$ cat src/rtl/fp16_pkg.sv
// Shared fp16 definitions: operand classes, special constants, flag bit positions
// and the special-case result selection used by the streaming multiplier wrapper.
package fp16_pkg;

  typedef enum logic [1:0] {
    CLS_NORM = 2'd0,
    CLS_ZERO = 2'd1,
    CLS_INF  = 2'd2,
    CLS_NAN  = 2'd3
  } fp16_cls_e;

  localparam logic [15:0] FP16_QNAN    = 16'h7E00;
  localparam logic [4:0]  FP16_EXP_MAX = 5'h1F;

  localparam int FLAG_ZERO    = 0;
  localparam int FLAG_INF     = 1;
  localparam int FLAG_INVALID = 2;

  typedef struct packed {
    logic        special;
    logic [2:0]  flags;
    logic [15:0] x;
  } fp16_sp_t;

  // Subnormals classify as zero so they are flushed by the result mux.
  function automatic fp16_cls_e fp16_class(input logic [15:0] v);
    fp16_cls_e c;
    if (v[14:10] == 5'd0) begin
      c = CLS_ZERO;
    end else if (v[14:10] == FP16_EXP_MAX) begin
      c = (v[9:0] == 10'd0) ? CLS_INF : CLS_NAN;
    end else begin
      c = CLS_NORM;
    end
    return c;
  endfunction

  function automatic fp16_sp_t fp16_special(input logic [15:0] a, input logic [15:0] b);
    fp16_sp_t  r;
    fp16_cls_e ca;
    fp16_cls_e cb;
    logic      s;
    ca = fp16_class(a);
    cb = fp16_class(b);
    s  = a[15] ^ b[15];
    r  = '0;
    if (ca == CLS_NAN || cb == CLS_NAN ||
        (ca == CLS_INF && cb == CLS_ZERO) || (ca == CLS_ZERO && cb == CLS_INF)) begin
      r.special             = 1'b1;
      r.flags[FLAG_INVALID] = 1'b1;
      r.x                   = FP16_QNAN;
    end else if (ca == CLS_INF || cb == CLS_INF) begin
      r.special         = 1'b1;
      r.flags[FLAG_INF] = 1'b1;
      r.x               = {s, FP16_EXP_MAX, 10'h000};
    end else if (ca == CLS_ZERO || cb == CLS_ZERO) begin
      r.special          = 1'b1;
      r.flags[FLAG_ZERO] = 1'b1;
      r.x                = {s, 15'h0000};
    end else begin
      r.special = 1'b0;
    end
    return r;
  endfunction

endpackage

$ cat src/rtl/fp16_mul_stream_if.sv
// Operand input stream and result output stream of fp16_mul_stream.
// master = producer/consumer side, slave = the streaming multiplier block.
interface fp16_mul_stream_if;
  logic        in_valid;
  logic        in_ready;
  logic [15:0] in_a;
  logic [15:0] in_b;
  logic        out_valid;
  logic        out_ready;
  logic [15:0] out_x;
  logic [2:0]  out_flags;

  modport master (
    output in_valid, in_a, in_b, out_ready,
    input  in_ready, out_valid, out_x, out_flags
  );

  modport slave (
    input  in_valid, in_a, in_b, out_ready,
    output in_ready, out_valid, out_x, out_flags
  );
endinterface

$ cat src/rtl/fp16_sync_fifo.sv
// Synchronous FIFO with extra-MSB pointers; a write while full is accepted when
// the same cycle also pops, so a full FIFO can stream at one entry per cycle.
module fp16_sync_fifo #(
  parameter int WIDTH = 32,
  parameter int DEPTH = 4
) (
  input  logic                     clk,
  input  logic                     rst,
  input  logic                     wr_en,
  input  logic [WIDTH-1:0]         wr_data,
  input  logic                     rd_en,
  output logic [WIDTH-1:0]         rd_data,
  output logic                     full,
  output logic                     empty,
  output logic [$clog2(DEPTH):0]   count
);
  localparam int AW = $clog2(DEPTH);

  logic [AW:0]      wr_ptr_q, wr_ptr_d;
  logic [AW:0]      rd_ptr_q, rd_ptr_d;
  logic [WIDTH-1:0] mem_q [DEPTH];
  logic [WIDTH-1:0] mem_d [DEPTH];
  logic             do_wr_s;
  logic             do_rd_s;

  assign full    = (wr_ptr_q[AW] != rd_ptr_q[AW]) && (wr_ptr_q[AW-1:0] == rd_ptr_q[AW-1:0]);
  assign empty   = (wr_ptr_q == rd_ptr_q);
  assign count   = wr_ptr_q - rd_ptr_q;
  assign rd_data = mem_q[rd_ptr_q[AW-1:0]];
  assign do_rd_s = rd_en && !empty;
  assign do_wr_s = wr_en && (!full || do_rd_s);

  always_comb begin
    wr_ptr_d = wr_ptr_q;
    rd_ptr_d = rd_ptr_q;
    mem_d    = mem_q;
    if (do_wr_s) begin
      mem_d[wr_ptr_q[AW-1:0]] = wr_data;
      wr_ptr_d                = wr_ptr_q + {{AW{1'b0}}, 1'b1};
    end else begin
      wr_ptr_d = wr_ptr_q;
    end
    if (do_rd_s) begin
      rd_ptr_d = rd_ptr_q + {{AW{1'b0}}, 1'b1};
    end else begin
      rd_ptr_d = rd_ptr_q;
    end
  end

  always_ff @(posedge clk or negedge rst) begin
    if (!rst) begin
      wr_ptr_q <= '0;
      rd_ptr_q <= '0;
      for (int i = 0; i < DEPTH; i++) begin
        mem_q[i] <= '0;
      end
    end else begin
      wr_ptr_q <= wr_ptr_d;
      rd_ptr_q <= rd_ptr_d;
      mem_q    <= mem_d;
    end
  end
endmodule

$ cat src/rtl/fp16_mul_stream.sv
// Streaming wrapper around an external 1-cycle fp16 multiplier: operand FIFO,
// credit-limited issue, two tracking stages, special-case substitution, result FIFO.
module fp16_mul_stream
  import fp16_pkg::*;
#(
  parameter int DEPTH  = 4,
  parameter int RDEPTH = 4
) (
  input  logic               clk,
  input  logic               rst,
  fp16_mul_stream_if.slave   bus,
  output logic [15:0]        mul_a,
  output logic [15:0]        mul_b,
  input  logic [15:0]        mul_x
);
  localparam int OCW = $clog2(DEPTH) + 1;
  localparam int RCW = $clog2(RDEPTH) + 1;
  localparam logic [RCW:0] CREDIT_MAX = (RCW + 1)'(RDEPTH);

  logic [31:0]    op_rd_s;
  logic           op_full_s, op_empty_s;
  logic [OCW-1:0] op_count_s;
  logic [18:0]    res_wr_s, res_rd_s;
  logic           res_full_s, res_empty_s;
  logic [RCW-1:0] res_count_s;
  logic [RCW:0]   inflight_s;
  logic           issue_s;
  logic           push_s;
  logic           pop_s;
  logic           unused_ok_s;

  logic           rdy_q, rdy_d;
  logic           s1_v_q, s1_v_d;
  logic           s2_v_q, s2_v_d;
  fp16_sp_t       s1_sp_q, s1_sp_d;
  fp16_sp_t       s2_sp_q, s2_sp_d;
  logic [15:0]    mul_a_q, mul_a_d;
  logic [15:0]    mul_b_q, mul_b_d;

  assign bus.in_ready  = rdy_q && !op_full_s;
  assign push_s        = bus.in_valid && bus.in_ready;
  assign bus.out_valid = !res_empty_s;
  assign pop_s         = bus.out_valid && bus.out_ready;
  assign bus.out_x     = res_rd_s[15:0];
  assign bus.out_flags = res_rd_s[18:16];
  assign mul_a         = mul_a_q;
  assign mul_b         = mul_b_q;
  assign unused_ok_s   = ^{op_count_s, res_full_s};

  fp16_sync_fifo #(.WIDTH(32), .DEPTH(DEPTH)) u_op_fifo (
    .clk     (clk),
    .rst     (rst),
    .wr_en   (push_s),
    .wr_data ({bus.in_a, bus.in_b}),
    .rd_en   (issue_s),
    .rd_data (op_rd_s),
    .full    (op_full_s),
    .empty   (op_empty_s),
    .count   (op_count_s)
  );

  fp16_sync_fifo #(.WIDTH(19), .DEPTH(RDEPTH)) u_res_fifo (
    .clk     (clk),
    .rst     (rst),
    .wr_en   (s2_v_q),
    .wr_data (res_wr_s),
    .rd_en   (pop_s),
    .rd_data (res_rd_s),
    .full    (res_full_s),
    .empty   (res_empty_s),
    .count   (res_count_s)
  );

  // Every issued op owns a result slot until popped, so writeback never overflows.
  always_comb begin
    inflight_s = {1'b0, res_count_s} + {{RCW{1'b0}}, s1_v_q} + {{RCW{1'b0}}, s2_v_q};
    issue_s    = !op_empty_s && (inflight_s < CREDIT_MAX);
  end

  always_comb begin
    rdy_d   = 1'b1;
    s1_v_d  = issue_s;
    mul_a_d = mul_a_q;
    mul_b_d = mul_b_q;
    s1_sp_d = s1_sp_q;
    if (issue_s) begin
      mul_a_d = op_rd_s[31:16];
      mul_b_d = op_rd_s[15:0];
      s1_sp_d = fp16_special(op_rd_s[31:16], op_rd_s[15:0]);
    end else begin
      mul_a_d = mul_a_q;
      mul_b_d = mul_b_q;
      s1_sp_d = s1_sp_q;
    end
    s2_v_d  = s1_v_q;
    s2_sp_d = s1_sp_q;
  end

  always_comb begin
    res_wr_s = {3'b000, mul_x};
    if (s2_sp_q.special) begin
      res_wr_s = {s2_sp_q.flags, s2_sp_q.x};
    end else begin
      res_wr_s = {3'b000, mul_x};
    end
  end

  always_ff @(posedge clk or negedge rst) begin
    if (!rst) begin
      rdy_q   <= 1'b0;
      s1_v_q  <= 1'b0;
      s2_v_q  <= 1'b0;
      s1_sp_q <= '0;
      s2_sp_q <= '0;
      mul_a_q <= 16'h0000;
      mul_b_q <= 16'h0000;
    end else begin
      rdy_q   <= rdy_d;
      s1_v_q  <= s1_v_d;
      s2_v_q  <= s2_v_d;
      s1_sp_q <= s1_sp_d;
      s2_sp_q <= s2_sp_d;
      mul_a_q <= mul_a_d;
      mul_b_q <= mul_b_d;
    end
  end
endmodule

$ cat src/flat_wrapper.sv
// flat-port wrapper written by rule: the top's interface ports become plain ports
module fp16_mul_stream_flat import fp16_pkg::*;
#(
  parameter int DEPTH  = 4,
  parameter int RDEPTH = 4
)
  (clk, rst, mul_a, mul_b, mul_x, bus_in_valid, bus_in_a, bus_in_b, bus_out_ready, bus_in_ready, bus_out_valid, bus_out_x, bus_out_flags);
  fp16_mul_stream_if bus_i ();
  input  logic clk;
  input  logic rst;
  output logic [15:0] mul_a;
  output logic [15:0] mul_b;
  input  logic [15:0] mul_x;
  input wire logic [$bits(bus_i.in_valid)-1:0] bus_in_valid;
  input wire logic [$bits(bus_i.in_a)-1:0] bus_in_a;
  input wire logic [$bits(bus_i.in_b)-1:0] bus_in_b;
  input wire logic [$bits(bus_i.out_ready)-1:0] bus_out_ready;
  output wire logic [$bits(bus_i.in_ready)-1:0] bus_in_ready;
  output wire logic [$bits(bus_i.out_valid)-1:0] bus_out_valid;
  output wire logic [$bits(bus_i.out_x)-1:0] bus_out_x;
  output wire logic [$bits(bus_i.out_flags)-1:0] bus_out_flags;
  assign bus_i.in_valid = bus_in_valid;
  assign bus_i.in_a = bus_in_a;
  assign bus_i.in_b = bus_in_b;
  assign bus_i.out_ready = bus_out_ready;
  assign bus_in_ready = bus_i.in_ready;
  assign bus_out_valid = bus_i.out_valid;
  assign bus_out_x = bus_i.out_x;
  assign bus_out_flags = bus_i.out_flags;
  fp16_mul_stream #(.DEPTH(DEPTH), .RDEPTH(RDEPTH)) u_core (.clk(clk), .rst(rst), .bus(bus_i), .mul_a(mul_a), .mul_b(mul_b), .mul_x(mul_x));
endmodule
$ cat config.mk
export PLATFORM = sky130hd
export DESIGN_NAME = fp16_mul_stream_flat
export DESIGN_NICKNAME = d
export VERILOG_FILES = /design/src/rtl/fp16_pkg.sv /design/src/rtl/fp16_mul_stream_if.sv /design/src/rtl/fp16_sync_fifo.sv /design/src/rtl/fp16_mul_stream.sv /design/src/flat_wrapper.sv
export SDC_FILE = /design/constraint.sdc
export NUM_CORES = 1
export LEC_CHECK = 0
export CORE_MARGIN = 2
export CORE_UTILIZATION = 60
export CTS_CLUSTER_DIAMETER = 200
export DETAILED_ROUTE_END_ITERATION = 6
export PLACE_DENSITY = 0.9
export SYNTH_ARGS = -nofsm -noshare
export SYNTH_HDL_FRONTEND = slang
export SYNTH_SLANG_ARGS = --single-unit
$ cat constraint.sdc
create_clock -name clk -period 6.25 [get_ports clk]
set_input_delay 0.9375 -clock clk [delete_from_list [all_inputs] [get_ports clk]]
set_output_delay 0.9375 -clock clk [all_outputs]
set_load 0.1 [all_outputs]
# After elaboration in Yosys (flattened, before gate mapping)

Index checks and enable logic that the tools add are counted.

Bits in registers: 291
Word-level logic and storage cells: 116
Bits of input ports: 52

Add/subtract/negate cells: 7
Reduce and logical (&&, ||, !) cells: 29
Equal/unequal tests: 14
$lt $le $gt $ge: 7
Bitwise logic cells: 5
Mux-type cells: 31

Operators with widths:

| kind                                                      | number |
|---|---|
| bitwise mux 128 bit                                       | 1 |
| two-way mux 32 bit                                        | 3 |
| bitwise mux 76 bit                                        | 1 |
| two-way mux 19 bit                                        | 4 |
| binary-select mux 32 bit (select 2 bit)                   | 1 |
| demux 32 bit (select 2 bit)                               | 1 |
| binary-select mux 19 bit (select 2 bit)                   | 1 |
| demux 19 bit (select 2 bit)                               | 1 |
| two-way mux 16 bit                                        | 2 |
| logical NOT 10 bit                                        | 2 |
| two-way mux 17 bit                                        | 1 |
| logical AND 1 bit                                         | 14 |
| two-way mux 2 bit                                         | 7 |
| adder 3 x 1 -> 3 bit (second input constant)              | 4 |
| greater-or-equal comparator 3 bit (second input constant) | 4 |
| NOT 2 -> 3 bit                                            | 4 |
| equality test 5 bit (second input constant)               | 2 |
| logical NOT 5 bit                                         | 2 |
| equality test 2 bit (second input constant)               | 4 |
| two-way mux 1 bit                                         | 8 |
| logical OR 1 bit                                          | 7 |
| equality test 3 bit                                       | 2 |
| < comparator 3 x 1 -> 1 bit (second input constant)       | 2 |
| adder 3 x 1 -> 4 bit                                      | 1 |
| other kinds (8)                                           | 14 |

# Longest topological paths before layout

Gate-level depths: netlist (run 1).

Depth in word-level cells: 14
Mapped depth: 12
Depth with buffers taken out: 10

# Hierarchy

From an unflattened synthesis (run 1), not the netlist that was laid out.

Cells, all modules: 803
Area, all modules: 12022.8 um2

Modules (own cells, without submodules):

| module                              | cells an instance | area each (um2) | instances | seq. area each (um2) |
|---|---|---|---|---|
| fp16_sync_fifo at u_core.u_op_fifo  | 353               | 6065.8          | 1         | 3353.2 |
| fp16_sync_fifo at u_core.u_res_fifo | 225               | 3913.8          | 1         | 2052.0 |
| fp16_mul_stream                     | 225               | 2043.2          | 1         | 1176.1 |

# Worst setup path before layout (run 1)

No wires, ideal clock.

Path type: register to register
Start point: register u_core.u_op_fifo.rd_ptr_q[1]
End point: register u_core.u_op_fifo.mem_q[22] (netlist bit)
Clock period less this slack: 3.466 ns
Setup slack: 2.784 ns
Data arrival time: 3.338 ns
Cell stages (with the launch flop): 10
Cell sequence: dfrtp_1 > buf_2 > xor2_1 > nor2_1 > a21boi_1 > and2_1 > clkbuf_1 > nand2_1 > buf_2 > mux2_1

Cells in the longest elaborated chain, start to end: 6
Elaborated cells between the ends (all ways): 11
Those cells by class: 2 x eq/ne; 9 x reduce/logical

Ends and longest elaborated chain:

| what                   | line                  | source |
|---|---|---|
| start, declared        | fp16_sync_fifo.sv:20  | `logic [AW:0] rd_ptr_q, rd_ptr_d;` |
| start signal, assigned | fp16_sync_fifo.sv:59  | `rd_ptr_q <= rd_ptr_d;` |
| equality test 2 bit    | fp16_sync_fifo.sv:26  | `assign full = (wr_ptr_q[AW] != rd_ptr_q[AW]) && (wr_ptr_q[AW-1:0] == rd_ptr_q[AW-1:0]);` |
| logical AND 1 bit      | fp16_sync_fifo.sv:26  |  |
| logical NOT 1 bit      | fp16_mul_stream.sv:40 | `assign bus.in_ready = rdy_q && !op_full_s;` |
| logical AND 1 bit      | fp16_mul_stream.sv:40 |  |
| via bus_in_ready       | flat_wrapper.sv:18    | `output wire logic [$bits(bus_i.in_ready)-1:0] bus_in_ready;` |
| logical AND 1 bit      | fp16_mul_stream.sv:41 | `assign push_s = bus.in_valid && bus.in_ready;` |
| logical AND 1 bit      | fp16_sync_fifo.sv:31  | `assign do_wr_s = wr_en && (!full \|\| do_rd_s);` |
| end signal, assigned   | fp16_sync_fifo.sv:60  | `mem_q <= mem_d;` |
| end, declared          | fp16_sync_fifo.sv:21  | `logic [WIDTH-1:0] mem_q [DEPTH];` |

The timed path passes the listed nets, and every way through them passes these cells.
A chain may end at the register's enable or synchronous reset.

# Worst setup path after layout (run 1)

Start point: register u_core.u_res_fifo.rd_ptr_q[1]
End point: output port bus_out_valid

Cells in the longest elaborated chain, start to end: 2

Ends and longest elaborated chain:

| what                   | line                  | source |
|---|---|---|
| start, declared        | fp16_sync_fifo.sv:20  |  |
| start signal, assigned | fp16_sync_fifo.sv:59  |  |
| equality test 3 bit    | fp16_sync_fifo.sv:27  | `assign empty = (wr_ptr_q == rd_ptr_q);` |
| logical NOT 1 bit      | fp16_mul_stream.sv:42 | `assign bus.out_valid = !res_empty_s;` |
| end, declared          | flat_wrapper.sv:19    | `output wire logic [$bits(bus_i.out_valid)-1:0] bus_out_valid;` |

No other way between the ends.

==> results.rst, run 1 <==
.. list-table::
   :header-rows: 1

   * - Metric
     - Value
   * - Total die area
     - a little under 20000 µm²
   * - Category of the worst setup path capture point
     - primary output
   * - CTS tree
     - yes
   * - DR DRC count
     - 0
   * - Post-synthesis average cell area
     - roughly 14 µm²
   * - Clk Tree Root Cell
     - clkbuf_16
   * - Result of the run
     - complete, no violations
   * - Detailed-route wire length per cell
     - roughly 21 µm
   * - Top-level I/O count
     - roughly 110
   * - Via count of the first global-routing pass
     - 7340
   * - Max-slew headroom at the worst pin
     - 19.54%
   * - Largest fanout on the critical path
     - 23
   * - Fraction of final layout cells with drive strength greater than 1
     - 12.47%
   * - FF+latch count, synth
     - 263
   * - Unrepaired setup endpoints after global routing
     - false
   * - Standard-cell rows
     - 50
   * - Final-layout setup total negative slack
     - 0 ns
   * - Wire length of the first global-routing pass
     - a little under 40000 µm
   * - Kind of critical path
     - register to primary output
   * - Gate count of the mapped netlist
     - 792
   * - Main synth FF type
     - dfrtp_1
   * - FF-to-FF Start
     - u_core.u_res_fifo.rd_ptr_q[0]
   * - Top cell type by total area after synthesis
     - dfrtp_1
   * - Top achievable clock speed
     - between 0.2 and 0.25 GHz
   * - Combined area of all synthesized cells
     - roughly 11000 µm²
   * - Maximum number of pins on one net before global-route repair
     - ~110
   * - Startpoint type of the worst setup path
     - register
   * - Capture instance of the worst register-to-register path
     - u_core.s1_sp_q[15]
   * - Cells resized by post-CTS repair
     - 0
   * - Vertical die dimension
     - between 100 and 150 µm
   * - Worst-margin pin slew
     - 1.204 ns
   * - Final setup skew
     - around 0.019 ns
   * - Initial antenna violation count
     - 0
   * - Synthesis warning total
     - 0
   * - Overall global routing resource usage
     - 24.63%
   * - TritonCTS sink count
     - 263
   * - Clock buffer depth
     - 3
   * - Routed vias
     - slightly below 7000
   * - Antenna diodes
     - 0
   * - Ys async rst share
     - 100.0%
   * - Period utilization
     - 67.77%
   * - Worst path arrival time
     - 3.30 ns
   * - Initial Utilization
     - around three fifths
   * - Max-slew violation total from the final report
     - 0
   * - Number of cell instances on the worst register-to-register path
     - 9
   * - Sum of overflow across all layers after global routing
     - 0
   * - Post-CTS Setup Bufs
     - 0
   * - Chip Width
     - roughly 140 µm
   * - Final estimated routing congestion in global placement
     - approximately 0.78
   * - Core area
     - about 19000 µm²
   * - Maximum Capacitance Violations
     - 0
   * - Final WL
     - ~24000 µm
   * - Final HPWL DP
     - 14660 µm
   * - Hold Buf Count CTS
     - 0
   * - Number of buffers inserted during clock tree synthesis
     - 27
   * - Nets in the synthesized netlist
     - around 860
   * - Clock edge transition at the registers on the reported setup and hold paths
     - approximately 0.060 ns
   * - Detail-routed via count per cell
     - slightly below 6
   * - Worst min path class
     - register to register
   * - Count of fill cells added during filler insertion
     - about 1200
   * - Post-synth cell types
     - 44
   * - Number of nets at the end of the flow
     - 953
   * - Hold Fails Final Rpt
     - 0
   * - Number of levels in the clock H-tree
     - 1
   * - Crit path launch
     - u_core.u_res_fifo.rd_ptr_q[1]
   * - Biggest area contributors in the synthesized netlist
     - dfrtp_1 (59%), mux2_1 (16%), mux4_2 (9.8%)
   * - Number of I/O port buffers
     - roughly 100
   * - Register-to-Register Setup Slack
     - between 2 and 3 ns
   * - Most repeated cell in the gate-level netlist after synthesis
     - dfrtp_1
   * - Synth top cells by count
     - dfrtp_1 (263), mux2_1 (158), nand2_1 (107)
   * - Detailed-router iteration count before antenna repair
     - 4
   * - Synth-to-Final Area Change
     - 18.72%
   * - CP endpoint
     - bus_out_valid
   * - Violation count after the first detailed-routing iteration
     - 376
   * - Seq/Total Area, Yosys
     - 58.56%
   * - Required time at the worst-slack endpoint
     - approximately 5.3 ns
   * - Time the worst path needs with I/O delays and setup
     - approximately 4.2 ns
   * - Area share of the largest cell type after synthesis
     - between 50% and 60%
   * - Insertion delay of the later-clocked pin in the worst-skew pair
     - roughly 0.53 ns
   * - EDFF count, synth
     - 0
   * - Final Setup Violations
     - 0
   * - Final ANT Viol Nets
     - 0
metal layers:
metal,routed length (µm),GRT usage (%)
met5,0,0
met2,12210,43.16
met4,546,7.316
met1,9711,31.95
met3,1240,4.246
worst max-delay path, cell delays in order (launching register included):
cell and delay (ns):
dfrtp_1 1.03, inv_1 0.11, ha_1 0.32, nand3_1 0.13, clkdlybuf4s50_1 1.18
worst min-delay path by stage:
stage | startpoint | endpoint | slack, ns | cells past startpoint
after floorplan | u_core.s1_sp_q[15] | u_core.s2_sp_q[15] | 0.35 | 0
after global placement | u_core.s1_v_q | u_core.s2_v_q | 0.36 | 0
after detailed placement | u_core.s1_sp_q[16] | u_core.s2_sp_q[16] | 0.37 | 0
after CTS | u_core.s1_sp_q[16] | u_core.s2_sp_q[16] | 0.38 | 0
after global routing | u_core.s1_sp_q[16] | u_core.s2_sp_q[16] | 0.40 | 0
final | u_core.s1_sp_q[16] | u_core.s2_sp_q[16] | 0.38 | 0
layout by cell type, fill, tap and decap left out, drive strengths merged, types with 7 or more instances in the layout:
| master | count |
|---|---|
| dfrtp | 263 |
| mux2 | 161 |
| nand2 | 107 |
| clkdlybuf4s50 | 103 |
| o21ai | 79 |
| mux4 | 51 |
| clkbuf | 41 |
| ha | 13 |
| xnor2 | 10 |
| buf | 10 |
| inv | 10 |
| nand3 | 7 |
cells by family after synthesis:
logic type / Yosys count / synth area share, %
other cells: 1 / 0.03336
mux: 213 / 26.51
buf+inv: 55 / 2.327
simple gates: 135 / 5.087
xor+xnor: 14 / 1.091
fa+ha+maj: 14 / 1.625
flops: 263 / 58.56
compound gates: 97 / 4.776
stage by stage:
stage | cell area, µm² | setup slack (ns) | cells | util (%) | hold slack (ns)
6_report | 13340 | 2.014 | 1140 | 72.06 | 0.3786
5_1_grt | 13340 | 1.925 | 1140 | 72.06 | 0.4014
4_1_cts | 13340 | 2.005 | 1140 | 72.06 | 0.3802
3_5_place_dp | 12420 | 2.569 | 1092 | 67.05 | 0.3668
3_3_place_gp | 12420 | 2.651 | 1092 | 67.05 | 0.3595
2_1_floorplan | 11240 | 2.784 | 792 | - | 0.3535
layout make-up:
| class | instances | area [µm²] | share of cell area, % |
|---|---|---|---|
| clock inverter | 7 | 120.1 | 0.9001 |
| sequential | 263 | 6583 | 49.33 |
| inverter | 8 | 30.03 | 0.2250 |
| multi-input combinational | 474 | 4397 | 32.95 |
| tap | 234 | 292.8 | 2.194 |
| timing repair buffer | 113 | 1114 | 8.345 |
| clock buffer | 41 | 808.3 | 6.057 |
registers in the layout, summed over array words and instances (netlist names):
signal / cells
u_core.u_res_fifo.wr_ptr_q: 3
u_core.u_op_fifo.mem_q: 128
u_core.s2_v_q: 1
u_core.s1_v_q: 1
u_core.u_op_fifo.wr_ptr_q: 3
u_core.mul_b: 16
u_core.mul_a: 16
u_core.u_res_fifo.mem_q: 76
u_core.rdy_q: 1
u_core.u_res_fifo.rd_ptr_q: 3
u_core.s1_sp_q: 6
u_core.s2_sp_q: 6
u_core.u_op_fifo.rd_ptr_q: 3
Power of run 1 is left out: the tool's default activity adds up to more than one toggle a clock period on the data nets, which glitch-free logic cannot reach.
==> run 2, diff against run 1 <==
--- a/config.mk
+++ b/config.mk
@@ -6,10 +6,10 @@
 export NUM_CORES = 1
 export LEC_CHECK = 0
 export CORE_MARGIN = 2
-export CORE_UTILIZATION = 60
+export CORE_UTILIZATION = 57
 export CTS_CLUSTER_DIAMETER = 200
 export DETAILED_ROUTE_END_ITERATION = 6
-export PLACE_DENSITY = 0.9
+export PLACE_DENSITY = 0.86
 export SYNTH_ARGS = -nofsm -noshare
 export SYNTH_HDL_FRONTEND = slang
 export SYNTH_SLANG_ARGS = --single-unit
==> constraint.sdc (replaced) <==
create_clock -name clk -period 4.3 [get_ports clk]
set_input_delay 0.645 -clock clk [delete_from_list [all_inputs] [get_ports clk]]
set_output_delay 0.645 -clock clk [all_outputs]
set_load 0.1 [all_outputs]
==> results.rst, run 2 (same netlist as run 1, synthesis figures left out) <==
.. list-table::
   :header-rows: 1

   * - Metric
     - Value
   * - Number of levels in the clock H-tree
     - 1 (unchanged)
   * - Kind of critical path
     - register to primary output
   * - Top achievable clock speed
     - 0.2642 GHz
   * - Vertical die dimension
     - 144.4 µm (+2.5%)
   * - Max-slew headroom at the worst pin
     - 23.84% (+4.3 points)
   * - Final-layout setup total negative slack
     - 0 ns (unchanged)
   * - Flip-flop count of the largest register after layout
     - 128 (unchanged)
   * - Sum of overflow across all layers after global routing
     - 0 (unchanged)
   * - Hold Buf Count CTS
     - 0 (unchanged)
   * - CTS tree
     - yes
   * - Detailed-router iteration count before antenna repair
     - 5 (+1)
   * - TritonCTS sink count
     - 263 (unchanged)
   * - Area used by sequential logic in the layout
     - 6583 µm² (unchanged)
   * - Standard-cell rows
     - 51 (+2.0%)
   * - Post-CTS Setup Bufs
     - 0 (unchanged)
   * - Synth-to-Final Area Change
     - 19.37%
   * - Clk Tree Root Cell
     - clkbuf_16
   * - Unrepaired setup endpoints after global routing
     - false
   * - Crit-path slowest cell
     - clkdlybuf4s50_1
   * - Count of fill cells added during filler insertion
     - 1335 (+16%)
   * - FF-to-FF Start
     - u_core.u_res_fifo.rd_ptr_q[1]
   * - Final ANT Viol Nets
     - 0 (unchanged)
   * - Time the worst path needs with I/O delays and setup
     - 3.786 ns
   * - Initial Utilization
     - 57.94% (-2.8 points)
   * - Largest registers
     - u_core.u_op_fifo.mem_q x128, u_core.u_res_fifo.mem_q x76
   * - Wire length of the first global-routing pass
     - 38130 µm (-1.1%)
   * - Final Setup Violations
     - 0 (unchanged)
   * - Violation count after the first detailed-routing iteration
     - 286 (-24%)
   * - Buffer and inverter count on the worst path
     - 1 (-1)
   * - Number of I/O port buffers
     - 104 (unchanged)
   * - Via count of the first global-routing pass
     - 7369 (+0.40%)
   * - Final estimated routing congestion in global placement
     - 0.7863 (+1.3%)
   * - Overall global routing resource usage
     - 23.41% (-1.2 points)
   * - Largest register by flop count
     - u_core.u_op_fifo.mem_q
   * - Period utilization
     - 88.04%
   * - Number of nets at the end of the flow
     - 958 (+0.52%)
   * - Clock buffer depth
     - 3 (unchanged)
   * - Final Util
     - 69.16% (-2.9 points)
   * - Maximum number of pins on one net before global-route repair
     - 141 (+25%)
   * - Initial antenna violation count
     - 1 (+1)
   * - Max-slew violation total from the final report
     - 0 (unchanged)
   * - Category of the worst setup path capture point
     - primary output
   * - Detail-routed via count per cell
     - 5.689 (-4.6%)
   * - Leading cell type in the layout, fill and taps excluded
     - dfrtp_1
   * - Startpoint type of the worst setup path
     - register
   * - Worst path arrival time
     - 3.14 ns (-0.16 ns)
   * - Routed vias
     - 6707 (-1.4%)
   * - Chip Width
     - 144.4 µm (+2.5%)
   * - Hold Fails Final Rpt
     - 0 (unchanged)
   * - Detailed-route wire length per cell
     - 19.62 µm (-5.7%)
   * - Cells resized by post-CTS repair
     - 0 (unchanged)
   * - Highest-count cells in the layout ignoring fill and taps
     - dfrtp_1 (262), mux2_1 (158), nand2_1 (107)
   * - Area of combinational cells with multiple inputs
     - 4397 µm² (unchanged)
   * - Maximum Capacitance Violations
     - 0 (unchanged)
   * - Top-level I/O count
     - 105 (unchanged)
   * - Final HPWL DP
     - 14950 µm (+2.0%)
   * - Ordered cell list for the critical path
     - mux4_2 -> clkdlybuf4s50_1
   * - Final worst hold slack
     - 0.2829 ns (-0.09565 ns)
   * - Worst-margin pin slew
     - 1.140 ns (-0.06421 ns)
   * - Max incr delay on CP
     - 1.13 ns (-0.05 ns)
   * - DR DRC count
     - 0 (unchanged)
   * - Core area
     - 19400 µm² (+4.8%)
   * - Final WL
     - 23130 µm (-2.4%)
   * - Fraction of final layout cells with drive strength greater than 1
     - 14.13% (+1.7 points)
   * - Required time at the worst-slack endpoint
     - 3.65 ns (-1.66 ns)
   * - Insertion delay of the later-clocked pin in the worst-skew pair
     - 0.53 ns (about the same)
   * - Worst min path class
     - input pin to async pin
   * - Worst setup slack after placement
     - 0.9498 ns (-1.619 ns)
   * - Number of buffers inserted during clock tree synthesis
     - 27 (unchanged)
   * - Total die area
     - 20860 µm² (+5.1%)
   * - CP top delay family
     - buffers and inverters
   * - Clock edge transition at the registers on the reported setup and hold paths
     - 0.06 ns (about the same)
   * - Largest fanout on the critical path
     - 23 (unchanged)
   * - Final setup skew
     - 0.01364 ns (-0.005730 ns)
   * - Setup slack after layout
     - 0.5145 ns (-1.500 ns)
   * - Result of the run
     - complete, no violations
   * - Crit path launch
     - u_core.u_res_fifo.rd_ptr_q[1]
[run 2: worst paths after layout]
path                                          endpoint  cells past startpoint  slack, ns
max                                   bus_out_flags[0]                      2       0.51
min                        u_core.u_res_fifo.mem_q[39]                      1       0.28
max reg2reg                           u_core.mul_a[15]                      5       0.88
min reg2reg                              u_core.s2_v_q                      0       0.39
max in group asynchronous   u_core.u_op_fifo.mem_q[35]                      2       2.97
min in group clk                         u_core.s2_v_q                      0       0.39
[run 2: layout make-up]
cell class | count | share of cell area (%)
clock buffer | 41 | 6.024
clock inverter | 9 | 0.9233
sequential | 263 | 49.06
timing repair buffer | 118 | 8.505
antenna | 1 | 0.01865
inverter | 8 | 0.2238
tap | 265 | 2.471
multi-input combinational | 474 | 32.77
[run 2: stage by stage]
stage	cell area [µm²]	cells
after detailed placement	12480	1128
after floorplan	11240	792
after global placement	12480	1128
after CTS	13410	1178
after global routing	13410	1178
final	13420	1179
[run 2: layer usage]
metal / vias up / track usage, % / wire [µm]
met5: - / 0 / 12
met4: 2 / 6.847 / 478
met3: 43 / 3.576 / 1041
met2: 164 / 41.33 / 11740
met1: 3448 / 30.25 / 9866
li1: 3050 / - / -
Power of run 2 is left out for the same reason.
